### config.mk
export PLATFORM = sky130hd
export DESIGN_NAME = wb_burst_reader
export DESIGN_NICKNAME = d
export VERILOG_FILES = /design/src/rtl/wb_burst_reader.sv
export SDC_FILE = /design/constraint.sdc
export NUM_CORES = 1
export LEC_CHECK = 0
export ABC_AREA = 0
export CORE_UTILIZATION = 55
export CTS_BUF_LIST = sky130_fd_sc_hd__clkbuf_4
export CTS_CLUSTER_DIAMETER = 100
export DETAILED_ROUTE_END_ITERATION = 6
export GPL_TIMING_DRIVEN = 0
export PLACE_DENSITY = 0.72
export SLEW_MARGIN = 15
export SYNTH_ARGS = -nofsm -noshare
export SYNTH_HDL_FRONTEND = slang
export SYNTH_SLANG_ARGS = --single-unit
### constraint.sdc
create_clock -name clk -period 5 [get_ports clk]
set_clock_uncertainty 0.2 [all_clocks]
set_input_delay 0.75 -clock clk [delete_from_list [all_inputs] [get_ports clk]]
set_output_delay 0.75 -clock clk [all_outputs]
set_load 0.02 [all_outputs]
### src/rtl/wb_burst_reader.sv
// Wishbone B4 burst read master that fetches a block of 32-bit words into a
// first-word-fall-through FIFO and presents them as a valid/ready stream.
module wb_burst_reader #(
   parameter int DEPTH = 16,
   parameter int BURST = 8
) (
   input  logic        clk,
   input  logic        rst_n,
   input  logic        start,
   input  logic [31:0] base_adr,
   input  logic [15:0] nwords,
   output logic        busy,
   output logic        done,
   output logic        error,
   output logic [31:0] wb_adr_o,
   input  logic [31:0] wb_dat_i,
   output logic [31:0] wb_dat_o,
   output logic        wb_we_o,
   output logic [3:0]  wb_sel_o,
   output logic        wb_stb_o,
   output logic        wb_cyc_o,
   output logic [2:0]  wb_cti_o,
   output logic [1:0]  wb_bte_o,
   input  logic        wb_ack_i,
   input  logic        wb_err_i,
   input  logic        wb_rty_i,
   output logic [31:0] out_data,
   output logic        out_valid,
   input  logic        out_ready,
   output logic [1:0]  dbg_state
);

   localparam int AW = $clog2(DEPTH);
   localparam int CW = $clog2(DEPTH + 1);

   localparam logic [2:0] CTI_INCR = 3'b010;
   localparam logic [2:0] CTI_EOB  = 3'b111;

   typedef enum logic [1:0] {
      ST_IDLE       = 2'd0,
      ST_WAIT_SPACE = 2'd1,
      ST_BURST      = 2'd2,
      ST_FINISH     = 2'd3
   } state_t;

   state_t          state_q, state_d;
   logic [31:0]     adr_q, adr_d;
   logic [15:0]     rem_q, rem_d;
   logic [15:0]     beat_q, beat_d;
   logic            cyc_q, cyc_d;
   logic [2:0]      cti_q, cti_d;
   logic            busy_q, busy_d;
   logic            done_q, done_d;
   logic            error_q, error_d;
   logic [AW-1:0]   wr_ptr_q, wr_ptr_d;
   logic [AW-1:0]   rd_ptr_q, rd_ptr_d;
   logic [CW-1:0]   count_q, count_d;
   logic [31:0]     mem_q [DEPTH];

   logic            push;
   logic            pop;
   logic [15:0]     len;
   logic [15:0]     free;

   always_comb begin
      state_d  = state_q;
      adr_d    = adr_q;
      rem_d    = rem_q;
      beat_d   = beat_q;
      cyc_d    = cyc_q;
      cti_d    = cti_q;
      done_d   = 1'b0;
      error_d  = error_q;
      wr_ptr_d = wr_ptr_q;
      rd_ptr_d = rd_ptr_q;
      count_d  = count_q;
      push     = 1'b0;
      pop      = (count_q != '0) && out_ready;
      len      = (rem_q < 16'(BURST)) ? rem_q : 16'(BURST);
      // No burst is in flight while waiting, so every free slot is uncommitted.
      free     = 16'(DEPTH) - 16'(count_q);

      case (state_q)
         ST_IDLE: begin
            if (start) begin
               adr_d   = base_adr & 32'hFFFF_FFFC;
               rem_d   = nwords;
               error_d = 1'b0;
               state_d = (nwords == 16'd0) ? ST_FINISH : ST_WAIT_SPACE;
            end
         end
         ST_WAIT_SPACE: begin
            if (free >= len) begin
               cyc_d   = 1'b1;
               beat_d  = len;
               cti_d   = (len == 16'd1) ? CTI_EOB : CTI_INCR;
               state_d = ST_BURST;
            end
         end
         ST_BURST: begin
            if (wb_err_i || wb_rty_i) begin
               error_d = 1'b1;
               cyc_d   = 1'b0;
               cti_d   = 3'b000;
               state_d = ST_FINISH;
            end else if (wb_ack_i) begin
               push   = 1'b1;
               adr_d  = adr_q + 32'd4;
               rem_d  = rem_q - 16'd1;
               beat_d = beat_q - 16'd1;
               if (beat_q == 16'd1) begin
                  // Dropping cyc here yields the mandatory idle cycle in WAIT_SPACE.
                  cyc_d   = 1'b0;
                  cti_d   = 3'b000;
                  state_d = (rem_q != 16'd1) ? ST_WAIT_SPACE : ST_FINISH;
               end else begin
                  cti_d = (beat_q == 16'd2) ? CTI_EOB : CTI_INCR;
               end
            end
         end
         ST_FINISH: begin
            if (count_q == '0) begin
               done_d  = 1'b1;
               state_d = ST_IDLE;
            end
         end
         default: state_d = ST_IDLE;
      endcase

      busy_d = (state_d != ST_IDLE);

      if (push) wr_ptr_d = wr_ptr_q + AW'(1);
      if (pop)  rd_ptr_d = rd_ptr_q + AW'(1);
      case ({push, pop})
         2'b10:   count_d = count_q + CW'(1);
         2'b01:   count_d = count_q - CW'(1);
         default: count_d = count_q;
      endcase
   end

   always_ff @(posedge clk or negedge rst_n) begin
      if (!rst_n) begin
         state_q  <= ST_IDLE;
         adr_q    <= 32'd0;
         rem_q    <= 16'd0;
         beat_q   <= 16'd0;
         cyc_q    <= 1'b0;
         cti_q    <= 3'b000;
         busy_q   <= 1'b0;
         done_q   <= 1'b0;
         error_q  <= 1'b0;
         wr_ptr_q <= '0;
         rd_ptr_q <= '0;
         count_q  <= '0;
      end else begin
         state_q  <= state_d;
         adr_q    <= adr_d;
         rem_q    <= rem_d;
         beat_q   <= beat_d;
         cyc_q    <= cyc_d;
         cti_q    <= cti_d;
         busy_q   <= busy_d;
         done_q   <= done_d;
         error_q  <= error_d;
         wr_ptr_q <= wr_ptr_d;
         rd_ptr_q <= rd_ptr_d;
         count_q  <= count_d;
      end
   end

   always_ff @(posedge clk) begin
      if (push) mem_q[wr_ptr_q] <= wb_dat_i;
   end

   a_no_overflow: assert property (@(posedge clk) disable iff (!rst_n)
      !(push && (count_q == CW'(DEPTH))));

   assign busy      = busy_q;
   assign done      = done_q;
   assign error     = error_q;
   assign wb_adr_o  = adr_q;
   assign wb_cyc_o  = cyc_q;
   assign wb_stb_o  = cyc_q;
   assign wb_cti_o  = cti_q;
   assign wb_dat_o  = 32'd0;
   assign wb_we_o   = 1'b0;
   assign wb_sel_o  = 4'hF;
   assign wb_bte_o  = 2'b00;
   assign out_valid = (count_q != '0);
   assign out_data  = mem_q[rd_ptr_q];
   assign dbg_state = state_q;

endmodule

==> results.md, run 1 <==
- Gp weighted congestion: 0.8842
- PwrDens: 528.2 mW/mm2
- Slew @ Worst Pin: 1.084 ns
- Starting DRC count in detailed routing: 1175
- Via count: 14590
- Vias in the first global route: 15310
- Gate Count Post-Synth: 1405
- Number of flops mapped to enable cells by yosys: 512
- Hold Crit Class: in -> async
- Fillers: 3049
- DRT Pass-1 Iters: 5
- Main combinational cell family by area after synthesis: multiplexers
- Row count: 77
- Vias/cell: 5.880
- Worst-path clk slew: 0.06 ns
- Syn Area/Cell: 17.73 um2
- Post-Synth XOR/XNOR Area: 0.006682
- Mux contribution to synthesized area: 0.1462
- Setup TNS Final: 0 ns
- RSZ-0062 raised after global routing: no
- Total CTS buffers: 147
- Pins Over Slew Limit: 0
- Grt ovf: 0
- First-pass GRT wire length: 89170 um
- Die area: 0.04613 mm2
- Die Wd: 214.8 um
- IO Count: 201
- CTS max path bufs: 3
- Ys Warns: 0
- Height of the die: 214.8 um
- Ys async rst share: 0.1395
- Cell Area, Synth: 0.02490 mm2
- Simple-gate share of the synthesized area: 0.05446
- Initial antenna violation count: 4
- Crit path max-delay cell type: clkbuf_1
- Post-synthesis register bit count: 595
- Slew HR: 0.2771
- Crit Path Class: reg -> out
- Worst EP arrival: 3.87 ns
- # Max-Cap Violations: 0
- DRC Markers: 0
- Fmax achieved: 0.2074 GHz
- Starting Density: 0.5607
- Final WL: 58430 um
- Clock sinks: 595
- CORE AREA: 0.04441 mm2
- Largest stage delay, worst path: 0.57 ns
- Setup Buffers After CTS: 0
- Final Hold Vio Count: 0
- Min Clock Period, post-route: 4.821 ns
- H-tree depth: 4
- Total power: 15.68 mW
- DP Cell Count: 2222
- Layout cells sized above 1: 0.2695
- Largest net degree at the start of global routing: 43
- DRT antenna net count: 0
- IO Port Bufs: 157
- Total Routing Usage GR: 0.2617
- CTS tree: done
- Most used DFF post-synth: edfxtp_1
- Worst-Skew Late Latency: 0.86 ns
- Final nets: 1901
- CP Launch Type: flip-flop
- Hpwl dp: 37810 um
- Clk root buf: clkbuf_4
- Setup violators final: 0
- Pleak: 10.27 nW
- Wirelength per Cell: 23.55 um
- Area Growth Syn to Fin: 19.21%
- VDD IR max: 0.3052 mV
- Final hold slack: 0.2438 ns
- Crit-path cells: clkbuf_1 > clkbuf_1 > mux4_2 > mux4_2 > clkdlybuf4s50_1
- Sequential area share after synthesis: 0.7008
- Compound-Gate Fraction of Synth Area: 0.04592
- Type of destination of the critical path: primary output
- Post-synthesis adder-cell area fraction: 0.01738
- Max FO, Critical Path: 10
- Yosys cell types: 67
- CP Data Required Time: 4.05 ns
- Tcrit/Tclk final: 0.9641
- Status: finished clean
- Finished Layout Cells: 2481
## final cells by class
type,instances,area (um2),share of cell area
Tap cell,592,740.7,0.02495
Timing Repair Buffer,175,1949,0.06566
Clock inverter,43,271.5,0.009145
Clock buffer,211,1584,0.05335
Sequential cell,595,17450,0.5878
Multi-Input combinational cell,726,6959,0.2344
Inverter,20,75.07,0.002529
Buffer,115,646.9,0.02179
Antenna cell,4,10.01,0.0003372
## critical path: cells and delay by family, from the launching register on
kind	cells	cell delay, ns
buf+inv	3	1.69
mux	2	0.91
flops	1	0.44
## worst paths after layout
path	startpoint	end	slack (ns)	depth (start not counted)
min reg2reg	beat_q[11]	beat_q[11]	0.29	1
max in group asynchronous	rst_n	wb_adr_o[23]	3.68	3
max	rd_ptr_q[1]	out_data[11]	0.18	5
max reg2reg	rem_q[4]	beat_q[14]	1.08	12
min in group clk	base_adr[2]	wb_adr_o[2]	0.29	3
min	rst_n	busy	0.24	2
## timing repair
item / 4_1_cts / 5_1_grt
setup endpoints to repair: 30 / 10
resized for setup: 8 / 3
gates cloned: 0 / 0
hold buffers: 1 / 0
endpoints found under the hold margin: 41 / 0
pin swaps: 0 / 0
## logic make-up (layout without fill, tap and decap cells)
kind of cell    Yosys count  count (layout)
flops                   595             595
simple gates            263             263
compound gates          194             194
mux                     163             163
buf+inv                 135             564
fa+ha+maj                34              34
xor+xnor                 19              19
other cells               2              57
## synthesized netlist by cell type, types with 7 or more instances
library cell,number,area (um2)
a21oi_1,71,355.3
a31oi_1,14,87.58
and2_1,19,118.9
and3_1,15,93.84
buf_1,7,26.28
buf_2,16,80.08
buf_4,43,322.8
clkbuf_1,46,172.7
dfrtp_1,83,2077
edfxtp_1,512,15370
ha_1,33,412.9
inv_1,20,75.07
mux4_2,160,3603
nand2_1,64,240.2
nand3_1,27,135.1
nand4_1,14,87.58
nor2_1,52,195.2
nor3_1,25,125.1
nor4_1,12,75.07
o21ai_0,56,280.3
o22ai_1,9,56.30
xnor2_1,14,122.6
## cell usage in the layout, fill, tap and decap left out, types with 5 or more instances in the layout
master,netlist,layout
a21oi_1,71,71
a2bb2oi_1,5,5
a31oi_1,14,14
and2_2,0,16
and3_1,15,15
buf_1,7,6
buf_12,0,13
buf_2,16,16
buf_4,43,44
clkbuf_1,46,37
clkbuf_2,1,10
clkbuf_4,0,211
clkdlybuf4s50_1,0,156
clkinv_1,0,26
conb_1,2,53
dfrtp_1,83,83
edfxtp_1,512,512
ha_1,33,33
inv_1,20,20
inv_2,0,9
mux4_2,160,160
nand2_1,64,64
nand3_1,27,27
nand4_1,14,14
nor2_1,52,52
nor3_1,25,25
nor4_1,12,12
o21ai_0,56,56
o22ai_1,9,9
xnor2_1,14,14
xor2_1,5,5
## power breakdown
group          total (mW)  internal, mW  switching (mW)
Clock                3.98          2.14            1.84
Sequential           6.07          5.71           0.363
Combinational        5.62          2.67            2.95
## metrics by stage
stage | setup WS [ns] | util | area (um2)
floorplan | 1.747 | - | 25100
finish | 0.1794 | 0.6685 | 29690
global route | 0.002872 | 0.6683 | 29680
global placement | -0.4183 | 0.6171 | 27410
CTS | 0.02633 | 0.6681 | 29670
detailed placement | 0.8076 | 0.6258 | 27800
## registers in the layout, indices dropped and copies added (netlist names)
signal	cells
mem_q	512
dbg_state	2
rem_q	16
busy	1
wr_ptr_q	4
done	1
wb_cyc_o	1
beat_q	16
wb_adr_o	30
wb_cti_o	2
count_q	5
rd_ptr_q	4
error	1
## layer usage
metal,GRT usage,share of wire,vias to the layer above,routed length (um)
met1,0.3396,0.39,7381,23010
met4,0.1090,0.025,0,1471
met3,0.05945,0.082,117,4815
met2,0.4292,0.50,668,29140
met5,0,0,-,0
li1,-,-,6422,-
Power figures use the tool's default switching activity.
==> run 2: changes to the inputs <==
--- a/config.mk
+++ b/config.mk
@@ -6,6 +6,7 @@
 export NUM_CORES = 1
 export LEC_CHECK = 0
 export ABC_AREA = 0
+export CAP_MARGIN = 10
 export CORE_UTILIZATION = 55
 export CTS_BUF_LIST = sky130_fd_sc_hd__clkbuf_4
 export CTS_CLUSTER_DIAMETER = 100
==> results of run 2 <==
Same layout as run 1: the final DEF is identical, and so are final timing and power.
